**config.mk**
```make
export PLATFORM = sky130hd
export DESIGN_NAME = conv_seq_ctrl
export DESIGN_NICKNAME = d
export VERILOG_FILES = /design/src/rtl/conv_pkg.sv /design/src/rtl/conv_addr_gen.sv /design/src/rtl/conv_seq_ctrl.sv
export SDC_FILE = /design/constraint.sdc
export NUM_CORES = 1
export LEC_CHECK = 0
export ABC_AREA = 1
export CORE_ASPECT_RATIO = 1.5
export CORE_MARGIN = 3
export CORE_UTILIZATION = 25
export CTS_CLUSTER_SIZE = 8
export DETAILED_ROUTE_END_ITERATION = 8
export GPL_ROUTABILITY_DRIVEN = 0
export GPL_TIMING_DRIVEN = 0
export PLACE_DENSITY = 0.43
export SKIP_CTS_REPAIR_TIMING = 1
export SYNTH_ARGS = -nofsm -noshare
export SYNTH_HDL_FRONTEND = slang
export SYNTH_SLANG_ARGS = --single-unit
```
**constraint.sdc**
```tcl
create_clock -name clk -period 1.8 [get_ports clk]
set_clock_uncertainty 0.2 [all_clocks]
set_input_delay 0.36 -clock clk [delete_from_list [all_inputs] [get_ports clk]]
set_output_delay 0.36 -clock clk [all_outputs]
set_load 0.01 [all_outputs]
```
**src/rtl/conv_pkg.sv**
```systemverilog
// Shared types and constants for the 1-D convolution sequencer.
package conv_pkg;

    typedef enum logic [1:0] {IDLE, MAC, DRAIN, OUT} state_t;

    localparam int CONV_N   = 30;
    localparam int CONV_M   = 9;
    localparam int NOUT     = CONV_N - CONV_M + 1;
    localparam int XAW      = $clog2(CONV_N);
    localparam int FAW      = $clog2(CONV_M);
    localparam int PIPE_LAT = 2;

endpackage

```
**src/rtl/conv_addr_gen.sv**
```systemverilog
// Window (j) and tap (k) counters; the XMEM address is j+k, the FMEM address is k.
module conv_addr_gen
    import conv_pkg::*;
#(
    parameter int N = CONV_N,
    parameter int M = CONV_M
) (
    input  logic                 clk,
    input  logic                 reset_n,
    input  logic                 clr,
    input  logic                 step_k,
    input  logic                 step_j,
    output logic [$clog2(N)-1:0] xmem_addr,
    output logic [$clog2(M)-1:0] fmem_addr,
    output logic                 last_k,
    output logic                 last_j
);
    localparam int XW = $clog2(N);
    localparam int FW = $clog2(M);
    localparam int NO = N - M + 1;

    logic [XW-1:0] r_j;
    logic [FW-1:0] r_k;

    // Advancing the window always restarts the tap counter.
    always_ff @(posedge clk or negedge reset_n) begin
        if (!reset_n) begin
            r_j <= '0;
            r_k <= '0;
        end else if (clr) begin
            r_j <= '0;
            r_k <= '0;
        end else if (step_j) begin
            r_j <= r_j + XW'(1);
            r_k <= '0;
        end else if (step_k) begin
            r_k <= r_k + FW'(1);
        end
    end

    assign xmem_addr = r_j + XW'(r_k);
    assign fmem_addr = r_k;
    assign last_k    = (r_k == FW'(M - 1));
    assign last_j    = (r_j == XW'(NO - 1));

endmodule

```
**src/rtl/conv_seq_ctrl.sv**
```systemverilog
// Convolution sequencer: walks all output windows, drives memory/MAC enables, output handshake.
// Optional CONV_STALL_CNT_EN adds a saturating stall_cnt output.
module conv_seq_ctrl
    import conv_pkg::*;
#(
    parameter int N = CONV_N,
    parameter int M = CONV_M,
    parameter int T = 11,
    parameter int P = 1
) (
    input  logic                 clk,
    input  logic                 reset_n,
    input  logic                 conv_start,
    output logic [$clog2(N)-1:0] xmem_addr,
    output logic [$clog2(M)-1:0] fmem_addr,
    output logic                 mult_en,
    output logic                 accum_clr,
    output logic                 accum_en,
    output logic                 m_valid_y,
    input  logic                 m_ready_y,
    output logic                 conv_done
`ifdef CONV_STALL_CNT_EN
   ,output logic [15:0]          stall_cnt
`endif
);
    if (P != 1 || T < 1) begin : g_bad_cfg
        $error("conv_seq_ctrl: only P=1 with T>=1 is supported");
    end

    state_t              r_state;
    logic [1:0]          r_drain_cnt;
    logic                r_m_valid;
    logic                r_done;
    logic [PIPE_LAT-1:0] r_vld_pipe;
    logic [PIPE_LAT-1:0] r_clr_pipe;

    logic w_last_k, w_last_j, w_clr, w_issue, w_step_k, w_step_j, w_hs;

    assign w_issue  = (r_state == MAC);
    assign w_step_k = w_issue && !w_last_k;
    assign w_hs     = r_m_valid && m_ready_y;
    assign w_step_j = w_hs && !w_last_j;
    // A start coinciding with the done pulse is deferred one cycle.
    assign w_clr    = (r_state == IDLE) && conv_start && !r_done;

    conv_addr_gen #(.N(N), .M(M)) u_addr_gen (
        .clk       (clk),
        .reset_n   (reset_n),
        .clr       (w_clr),
        .step_k    (w_step_k),
        .step_j    (w_step_j),
        .xmem_addr (xmem_addr),
        .fmem_addr (fmem_addr),
        .last_k    (w_last_k),
        .last_j    (w_last_j)
    );

    always_ff @(posedge clk or negedge reset_n) begin
        if (!reset_n) begin
            r_state     <= IDLE;
            r_drain_cnt <= '0;
            r_m_valid   <= 1'b0;
            r_done      <= 1'b0;
        end else begin
            r_done <= 1'b0;
            case (r_state)
                IDLE: if (w_clr) r_state <= MAC;
                MAC: if (w_last_k) begin
                    r_state     <= DRAIN;
                    r_drain_cnt <= '0;
                end
                DRAIN: if (r_drain_cnt == 2'(PIPE_LAT - 1)) begin
                    r_state   <= OUT;
                    r_m_valid <= 1'b1;
                end else begin
                    r_drain_cnt <= r_drain_cnt + 2'd1;
                end
                OUT: if (m_ready_y) begin
                    r_m_valid <= 1'b0;
                    if (w_last_j) begin
                        r_state <= IDLE;
                        r_done  <= 1'b1;
                    end else begin
                        r_state <= MAC;
                    end
                end
                default: r_state <= IDLE;
            endcase
        end
    end

    // Issue valids ride behind the address: stage 0 = read data ready, last stage = product ready.
    always_ff @(posedge clk or negedge reset_n) begin
        if (!reset_n) begin
            r_vld_pipe <= '0;
            r_clr_pipe <= '0;
        end else begin
            r_vld_pipe <= {r_vld_pipe[PIPE_LAT-2:0], w_issue};
            r_clr_pipe <= {r_clr_pipe[PIPE_LAT-2:0], w_issue && (fmem_addr == '0)};
        end
    end

    assign mult_en   = r_vld_pipe[0];
    assign accum_en  = r_vld_pipe[PIPE_LAT-1];
    assign accum_clr = r_clr_pipe[PIPE_LAT-1];
    assign m_valid_y = r_m_valid;
    assign conv_done = r_done;

`ifdef CONV_STALL_CNT_EN
    logic [15:0] r_stall_cnt;

    always_ff @(posedge clk or negedge reset_n) begin
        if (!reset_n) begin
            r_stall_cnt <= '0;
        end else if (w_clr) begin
            r_stall_cnt <= '0;
        end else if (r_m_valid && !m_ready_y && r_stall_cnt != 16'hFFFF) begin
            r_stall_cnt <= r_stall_cnt + 16'd1;
        end
    end

    assign stall_cnt = r_stall_cnt;
`endif

endmodule

```
# After elaboration in Yosys (flattened, before gate mapping)
# Index checks and enable logic that the tools add are counted.
# word_totals
register_bits,19
input_bits,4
elab_cells,61
# classes
add_sub_neg,4
n_eq_ne,11
n_mux,20
n_reduce_logical,18
# op_table
op,n
two-way mux 2 bit,6
two-way mux 4 bit,3
two-way mux 5 bit,2
!= test 2 bit (second input constant),4
case mux 2 bit (4 select lines),1
logical AND 1 bit,6
two-way mux 1 bit,6
AND reduction 3 bit,2
nonzero test 2 bit,3
adder 5 x 1 -> 5 bit (second input constant),1
adder 5 x 4 -> 5 bit,1
equality test 5 bit (second input constant),1
adder 4 x 1 -> 4 bit (second input constant),1
equality test 2 x 1 -> 1 bit (second input constant),2
equality test 2 bit (second input constant),2
equality test 4 bit (second input constant),1
zero test 4 bit,1
case mux 2 bit (2 select lines),1
AND reduction 4 bit,1
zero test 1 bit,3
nonzero test 3 bit,1
adder 2 x 1 -> 2 bit (second input constant),1
zero test 2 bit,1
!= test 2 x 1 -> 1 bit (second input constant),1
case mux 1 bit (2 select lines),1

# Depth between registers and ports, before layout
# Gate-level depths: netlist of run 1.
# depth
depth_word,6
mapped_depth,9
depth_no_buf,9

# By module
# A second synthesis of run 1 with hierarchy kept.
# unflattened
hier_cells,142
hier_area_um2,1159.9
# by_module_without_submodules
mod,instances,cells_per_inst,area_each_um2,seq_area_each_um2
conv_addr_gen,1,81,631.9,225.2
conv_seq_ctrl,1,61,528.0,250.2

# Least setup slack after synthesis of run 1
# Ideal clock, no wire load.
# synth_path
path_type,register to output
startpoint,reg u_addr_gen.r_k[0] (netlist: u_addr_gen.fmem_addr[0])
endpoint,out xmem_addr[4]
t_arrival_ps,1490
required_ps,1240
slack_ps,-250
stages_incl_launch_ff,6
path_cell_list,dfrtp_1 -> ha_1 -> inv_1 -> fa_1 -> o21ai_0 -> xor2_1
# synth_via
elab_chain_len,1
# synth_rtl
element,line,source
from (decl),conv_addr_gen.sv:23,logic [FW-1:0] r_k;
from (signal assigned),conv_addr_gen.sv:37,r_k <= r_k + FW'(1);
adder 5 x 4 -> 5 bit,conv_addr_gen.sv:41,assign xmem_addr = r_j + XW'(r_k);
to (decl),conv_seq_ctrl.sv:14,"output logic [$clog2(N)-1:0] xmem_addr,"
# Every way passes these cells.

# Worst setup path after layout of run 1
# layout_path
startpoint,reg u_addr_gen.r_j[0]
endpoint,out xmem_addr[4]
# layout_via
elab_chain_len,1
# layout_rtl
element,line,source
from (decl),conv_addr_gen.sv:22,logic [XW-1:0] r_j;
from (signal assigned),conv_addr_gen.sv:34,r_j <= r_j + XW'(1);
adder 5 x 4 -> 5 bit,conv_addr_gen.sv:41,
# Every way passes these cells.

==> flow_summary_export.csv, run 1 <==
group,metric,value,unit
power_and_ir_drop,p_leak,0.8684,nW
timing,setup_viol_count_final,4,
timing,finalHoldViolations,0,
cells_and_area,seqCellArea,485.5,sq um
synth,netlist_instances,145,
synth,synth_cell_types,21,
power_and_ir_drop,seqPwrFrac,30.8,%
synth,syn_nets,163,
route,drc,0,
worst_setup_path,critPathKind,"flip-flop to primary output",
timing,post-route-min-period,2.183,ns
power_and_ir_drop,p_clk_share,13.3,%
floorplanning,die_h,90.90,um
global_route,grt_max_degree,20,
worst_setup_path,crit_arrival,1.62,ns
power_and_ir_drop,p_int,0.001333,W
power_and_ir_drop,ir_worst_vdd,0.5210,mV
place,hpwl,1994,um
route,routed_wl,2661,um
global_route,grt-ovfl-total,0,
cts,cts-root-buf,"clkbuf_8",
timing,timing.final.crit_share,121.3,%
cells_and_area,post-route-cell-area,1647,sq um
synth,synth_edf_count,0,
synth,synth.most_common_cell,"nand2_1",
worst_setup_path,cp_max_fo,3,
synth,async_reset_ff_share,100.0,%
synth,synth_top_area_share,39.58,%
worst_setup_path,r2r_slack,0.12,ns
synth,yosys-top-cells-count,"nand2_1, inv_1, dfrtp_1, nand3_1, ha_1",
synth,syn_area_per_cell,8.284,sq um
global_route,antenna_found_initial,0,
cells_and_area,nNetsFinal,197,
synth,yosys.area.top_type,"dfrtp_1",
synth,synth.ff_latch_count,19,
timing,fmax,458.0,MHz
power_and_ir_drop,swShare,41.63,%
timing,worstMarginPinSlew,0.9057,ns
cts,tritoncts,"done",
worst_setup_path,start_kind,"flip-flop",
cts,h-tree-depth,1,
worst_hold_path,min-delay-path-class,"flip-flop to flip-flop",
synth,yosys-top-cells-area,"dfrtp_1, ha_1, nand2_1",
route,vias_per_cell,4.198,
place,placed_area,1460,sq um
cells_and_area,areaGrowthSynthToFinish,37.08,%
run_status,status,"finished with violations",
timing,timing.final.ws_setup,-0.3833,ns
global_route,grt_pass1_wl,4395,um
cells_and_area,antennaDiodeCount,0,
timing,rsz0062_at_grt,"true",
timing,relSlewSlack,39.43,%
floorplanning,dieWidth,62.60,um
route,antenna_left,0,
worst_setup_path,required,1.24,ns
place,dp_slack,-0.6776,ns
global_route,grt_pass1_vias,938,
floorplanning,start_util,26.23,%
worst_setup_path,cp-end-kind,"primary output",
global_route,grt_usage,9.737,%
cells_and_area,fillers,500,
cts,clk_latency,0.26,ns
route,dr.pass1.iters,4,
power_and_ir_drop,switching_power,0.0009509,W
floorplanning,core_area,4579,sq um
cts,clk_pin_slew_worst_paths,0.08,ns
floorplanning,dieArea,5690,sq um
timing,fin_worst_hold_slack,0.1520,ns
place,port-buffer-count,17,
synth,synth_area,1201,sq um
power_and_ir_drop,cellPowerDensity,1387,nW/um^2
route,via_count,1016,
synth,ys_seq_area_share,39.58,%
floorplanning,io_pins,18,
run_status,violations,"setup timing",
power_and_ir_drop,comb_power_share,55.8,%
timing,slew_violations,0,
synth,ys.flop_type,"dfrtp_1",
route,routedWlPerCell,11.00,um
timing,setup_tns,-1.290,ns
floorplanning,rows,30,
synth,ys_warn_count,0,
flow_run,max_cap_viol_count,0,
cells_and_area,multi_input_area,674.4,sq um
route,drtIter0Drc,14,
cts,cts.sinks,19,
cells_and_area,post_route_cells_drive_above_1_share,26.40,%
cts,clk_path_buf_depth,2,
cts,cts_buffers,3,
-- power groups by stage --
stage / clock network (W) / registers [W] / logic [W]
final: 0.000305 / 0.000704 / 0.00128
after global routing: 0.000342 / 0.000727 / 0.00144
after CTS: 0.000322 / 0.000712 / 0.00110
after detailed placement: 0 / 0.000720 / 0.00109
after global placement: 0 / 0.000719 / 0.00109
after floorplan: 0 / 0.000705 / 0.000697
-- sequential cells by signal, summed over array words and instances (netlist names) --
register,flops
u_addr_gen.fmem_addr,4
r_clr_pipe,2
m_valid_y,1
conv_done,1
r_state,2
r_drain_cnt,2
r_vld_pipe,2
u_addr_gen.r_j,5
-- final cells by class --
type	instances	area share (%)
multi-input combinational	101	40.96
sequential	19	29.48
timing repair buffer	29	15.96
inverter	24	5.471
tap	64	4.863
clock buffer	3	2.508
buffer	1	0.4559
clock inverter	1	0.3040
-- logic make-up (layout without fill, tap and decap cells) --
logic type | after synthesis | count (layout) | synth area share [%]
adders and majority gates | 14 | 14 | 15.21
xor gates and xnor gates | 4 | 4 | 2.917
AOI/OAI and AO/OA | 14 | 14 | 6.251
buffers and inverters | 25 | 58 | 8.126
DFF | 19 | 19 | 39.58
and+or+nand+nor | 69 | 69 | 27.92
-- path summary, 6_finish.rpt --
| kind | startpoint | endpoint | depth (start not counted) |
|---|---|---|---|
| hold / removal | r_clr_pipe[0] | r_clr_pipe[1] | 0 |
| setup reg to reg | u_addr_gen.fmem_addr[0] | u_addr_gen.fmem_addr[1] | 8 |
| hold reg to reg | r_clr_pipe[0] | r_clr_pipe[1] | 0 |
| max in group asynchronous | reset_n | r_state[0] | 1 |
| min in group asynchronous | reset_n | r_clr_pipe[1] | 1 |
| setup / recovery | u_addr_gen.r_j[0] | xmem_addr[4] | 6 |
-- through the flow --
| stage | total power (W) | std cells | utilization (%) |
|---|---|---|---|
| floorplan | 0.001402 | 145 | - |
| global placement | 0.001805 | 226 | 31.89 |
| detailed placement | 0.001813 | 226 | 31.89 |
| CTS | 0.002133 | 230 | 32.90 |
| global route | 0.002512 | 242 | 35.96 |
| finish | 0.002284 | 242 | 35.96 |
-- metal layers --
metal	track usage [%]	wire length [um]	vias up
met1	10.93	1199	463
met5	0	0	-
met4	4.972	30	0
met2	17.28	1355	18
met3	1.743	75	2
li1	-	-	533
-- layout by cell type (no fill, tap or decap) --
master            n
nand3_2           1
ha_4              2
nand2_2           1
nor2_4            1
o21a_1            1
buf_6             2
ha_1             11
o21ai_0           5
nand3b_1          2
nand2_4           3
dfrtp_1          11
fa_2              1
clkbuf_8          3
clkdlybuf4s50_1   8
nand2_1          32
o21bai_1          1
o21ai_2           1
xor2_1            3
nor2_2            2
inv_2             4
clkinv_2          1
a21oi_2           2
nand3_1          16
xnor2_1           1
nand4_1           5
buf_4            12
nor2_1            6
buf_2             3
a21oi_1           4
dfrtp_2           8
inv_1            20
dlymetal6s2s_1    5
-- critical path: stages, from the launching register on --
cell	delay, ns
dfrtp_2	0.40
ha_4	0.14
inv_2	0.04
fa_2	0.37
o21ai_2	0.15
xor2_1	0.13
buf_2	0.14
Note: power is estimated with default switching activity, not from simulation.
==> inputs of run 2 (changes only) <==
- SKIP_CTS_REPAIR_TIMING: 1 -> unset
==> run 2 against run 1 <==
The flow still finishes with violations (setup timing). Sequential cell count unchanged. First-iteration DRC count up 140%. Sequential power down 3%. Total power up 0.74%. Clock power down 2%. Worst setup slack better by 0.041 ns. Count of clock-buffer cells in the layout unchanged. Die area unchanged. Global-route usage up 0.47 points. Via count up 1.3%. Critical path depth down 1. Critical path type unchanged. Critical endpoint unchanged. Highest routed layer unchanged.
==> flow_summary_export.csv, run 2 (synthesis gave the netlist of run 1 again) <==
group,metric,value,unit
floorplanning,dieWidth,62.60,um
timing,worstMarginPinSlew,0.9070,ns
route,vias_per_cell,4.217,
power_and_ir_drop,cellPowerDensity,1395,nW/um^2
power_and_ir_drop,seqPwrFrac,29.8,%
floorplanning,io_pins,18,
power_and_ir_drop,p_leak,0.8404,nW
cts,cts.sinks,19,
timing,timing.final.ws_setup,-0.3420,ns
worst_setup_path,required,1.24,ns
timing,fmax,466.9,MHz
power_and_ir_drop,total_power,0.002301,W
timing,setup_viol_count_final,4,
cts,cts-root-buf,"clkbuf_8",
worst_setup_path,crit_arrival,1.58,ns
cells_and_area,post-route-cell-area,1649,sq um
power_and_ir_drop,swShare,41.57,%
cells_and_area,antennaDiodeCount,0,
route,routedWlPerCell,11.05,um
place,hpwl,1994,um
power_and_ir_drop,ir_worst_vdd,0.5174,mV
cells_and_area,layout_common_cells,"nand2_1, inv_1, nand3_1",
floorplanning,rows,30,
timing,rsz0062_at_grt,"true",
route,drc,0,
cts,tritoncts,"done",
floorplanning,core_area,4579,sq um
timing,slew_violations,0,
floorplanning,dieArea,5690,sq um
cells_and_area,areaGrowthSynthToFinish,37.29,%
cells_and_area,largest_reg_flops,5,
timing,finalHoldViolations,0,
place,dp_cells,226,
cells_and_area,mostFrequentLayoutCell,"nand2_1",
place,port-buffer-count,17,
flow_run,max_cap_viol_count,0,
global_route,grt_pass1_wl,4609,um
worst_hold_path,min-delay-path-class,"flip-flop to flip-flop",
cts,cts_buffers,3,
timing,setup_tns,-1.109,ns
route,routed_wl,2696,um
worst_setup_path,critPathKind,"flip-flop to primary output",
worst_setup_path,cp-end-kind,"primary output",
cells_and_area,top_register,"u_addr_gen.r_j",
power_and_ir_drop,comb_power_share,57.1,%
route,antenna_left,0,
global_route,grt-ovfl-total,0,
timing,post-route-min-period,2.142,ns
global_route,antenna_found_initial,0,
cts,h-tree-depth,1,
run_status,status,"finished with violations",
power_and_ir_drop,p_clk_share,13.1,%
timing,relSlewSlack,39.34,%
cells_and_area,post_route_cells_drive_above_1_share,27.78,%
global_route,grt_usage,10.20,%
cts,clk_path_buf_depth,2,
floorplanning,die_h,90.90,um
route,drtIter0Drc,34,
cells_and_area,fillers,504,
floorplanning,start_util,26.23,%
cells_and_area,nNetsFinal,199,
run_status,violations,"setup timing",
route,via_count,1029,
place,dp_slack,-0.6776,ns
cts,clk_pin_slew_worst_paths,0.07,ns
global_route,grt_max_degree,20,
cts,clk_latency,0.25,ns
power_and_ir_drop,p_int,0.001345,W
global_route,grt_pass1_vias,998,
timing,timing.final.crit_share,119.0,%
worst_setup_path,start_kind,"flip-flop",
worst_setup_path,cp_max_fo,7,
place,placed_area,1460,sq um
route,dr.pass1.iters,4,
power_and_ir_drop,switching_power,0.0009564,W
cells_and_area,fin_cells,244,
==> run 2: changes by cell type in the layout (fill, tap and decap cells not counted), sizes merged <==
cell / previous run / this run
buf: 17 / 19
dlymetal6s2s: 5 / 1
clkdlybuf4s50: 8 / 7
dlygate4sd2: 0 / 5
==> run 2: layout make-up <==
cell class,instances,area [sq um],area share [%]
multi-input combinational,101,681.9,41.35
sequential,19,485.5,29.44
timing repair buffer,31,257.7,15.63
inverter,24,90.09,5.463
tap,64,80.08,4.856
clock buffer,3,41.29,2.504
buffer,1,7.507,0.4552
clock inverter,1,5.005,0.3035
==> run 2: final timing paths <==
path	start	end	slack (ns)	cells after the start
worst max-delay path	u_addr_gen.r_j[3]	xmem_addr[4]	-0.34	5
worst min-delay path	r_clr_pipe[0]	r_clr_pipe[1]	0.15	0
worst max register to register	u_addr_gen.fmem_addr[0]	u_addr_gen.fmem_addr[1]	0.13	8
worst min register to register	r_clr_pipe[0]	r_clr_pipe[1]	0.15	0
max in group asynchronous	reset_n	r_state[0]	0.37	1
min in group asynchronous	reset_n	r_clr_pipe[1]	0.41	1
==> run 2: critical path, stage by stage (launching register included) <==
cell and delay [ns]:
dfrtp_2 0.46, ha_1 0.34, a21oi_2 0.17, o21ai_2 0.07, xor2_1 0.15, buf_2 0.14
==> run 2: routing by layer <==
| metal | part of all wire, % | vias to the layer above | GRT usage, % | wire length (um) |
|---|---|---|---|---|
| met5 | 0 | - | 0 | 0 |
| met4 | 1.1 | 0 | 4.972 | 30 |
| met3 | 3.6 | 2 | 1.993 | 98 |
| met2 | 53 | 18 | 17.90 | 1421 |
| met1 | 42 | 475 | 11.63 | 1145 |
| li1 | - | 534 | - | - |
==> run 2: power by group through the flow <==
stage / clock (W) / combinational, W / sequential (W)
2_1_floorplan: 0 / 0.000697 / 0.000705
3_3_place_gp: 0 / 0.00109 / 0.000719
3_5_place_dp: 0 / 0.00109 / 0.000720
4_1_cts: 0.000321 / 0.00119 / 0.000691
5_1_grt: 0.000341 / 0.00149 / 0.000711
6_report: 0.000300 / 0.00131 / 0.000686
==> run 2: metrics by stage <==
| step | hold slack (ns) | utilization [%] |
|---|---|---|
| floorplan | -0.1356 | - |
| global placement | 0.1347 | 31.89 |
| detailed placement | 0.1355 | 31.89 |
| CTS | 0.1544 | 34.56 |
| global route | 0.1595 | 36.01 |
| finish | 0.1519 | 36.01 |
==> run 2: timing repair <==
action,4_1_cts,5_1_grt
gates resized for setup,32,8
pin swaps,5,4
setup endpoints to repair,9,9
cloned,0,0
setup buffers,9,5
hold buffers,0,0
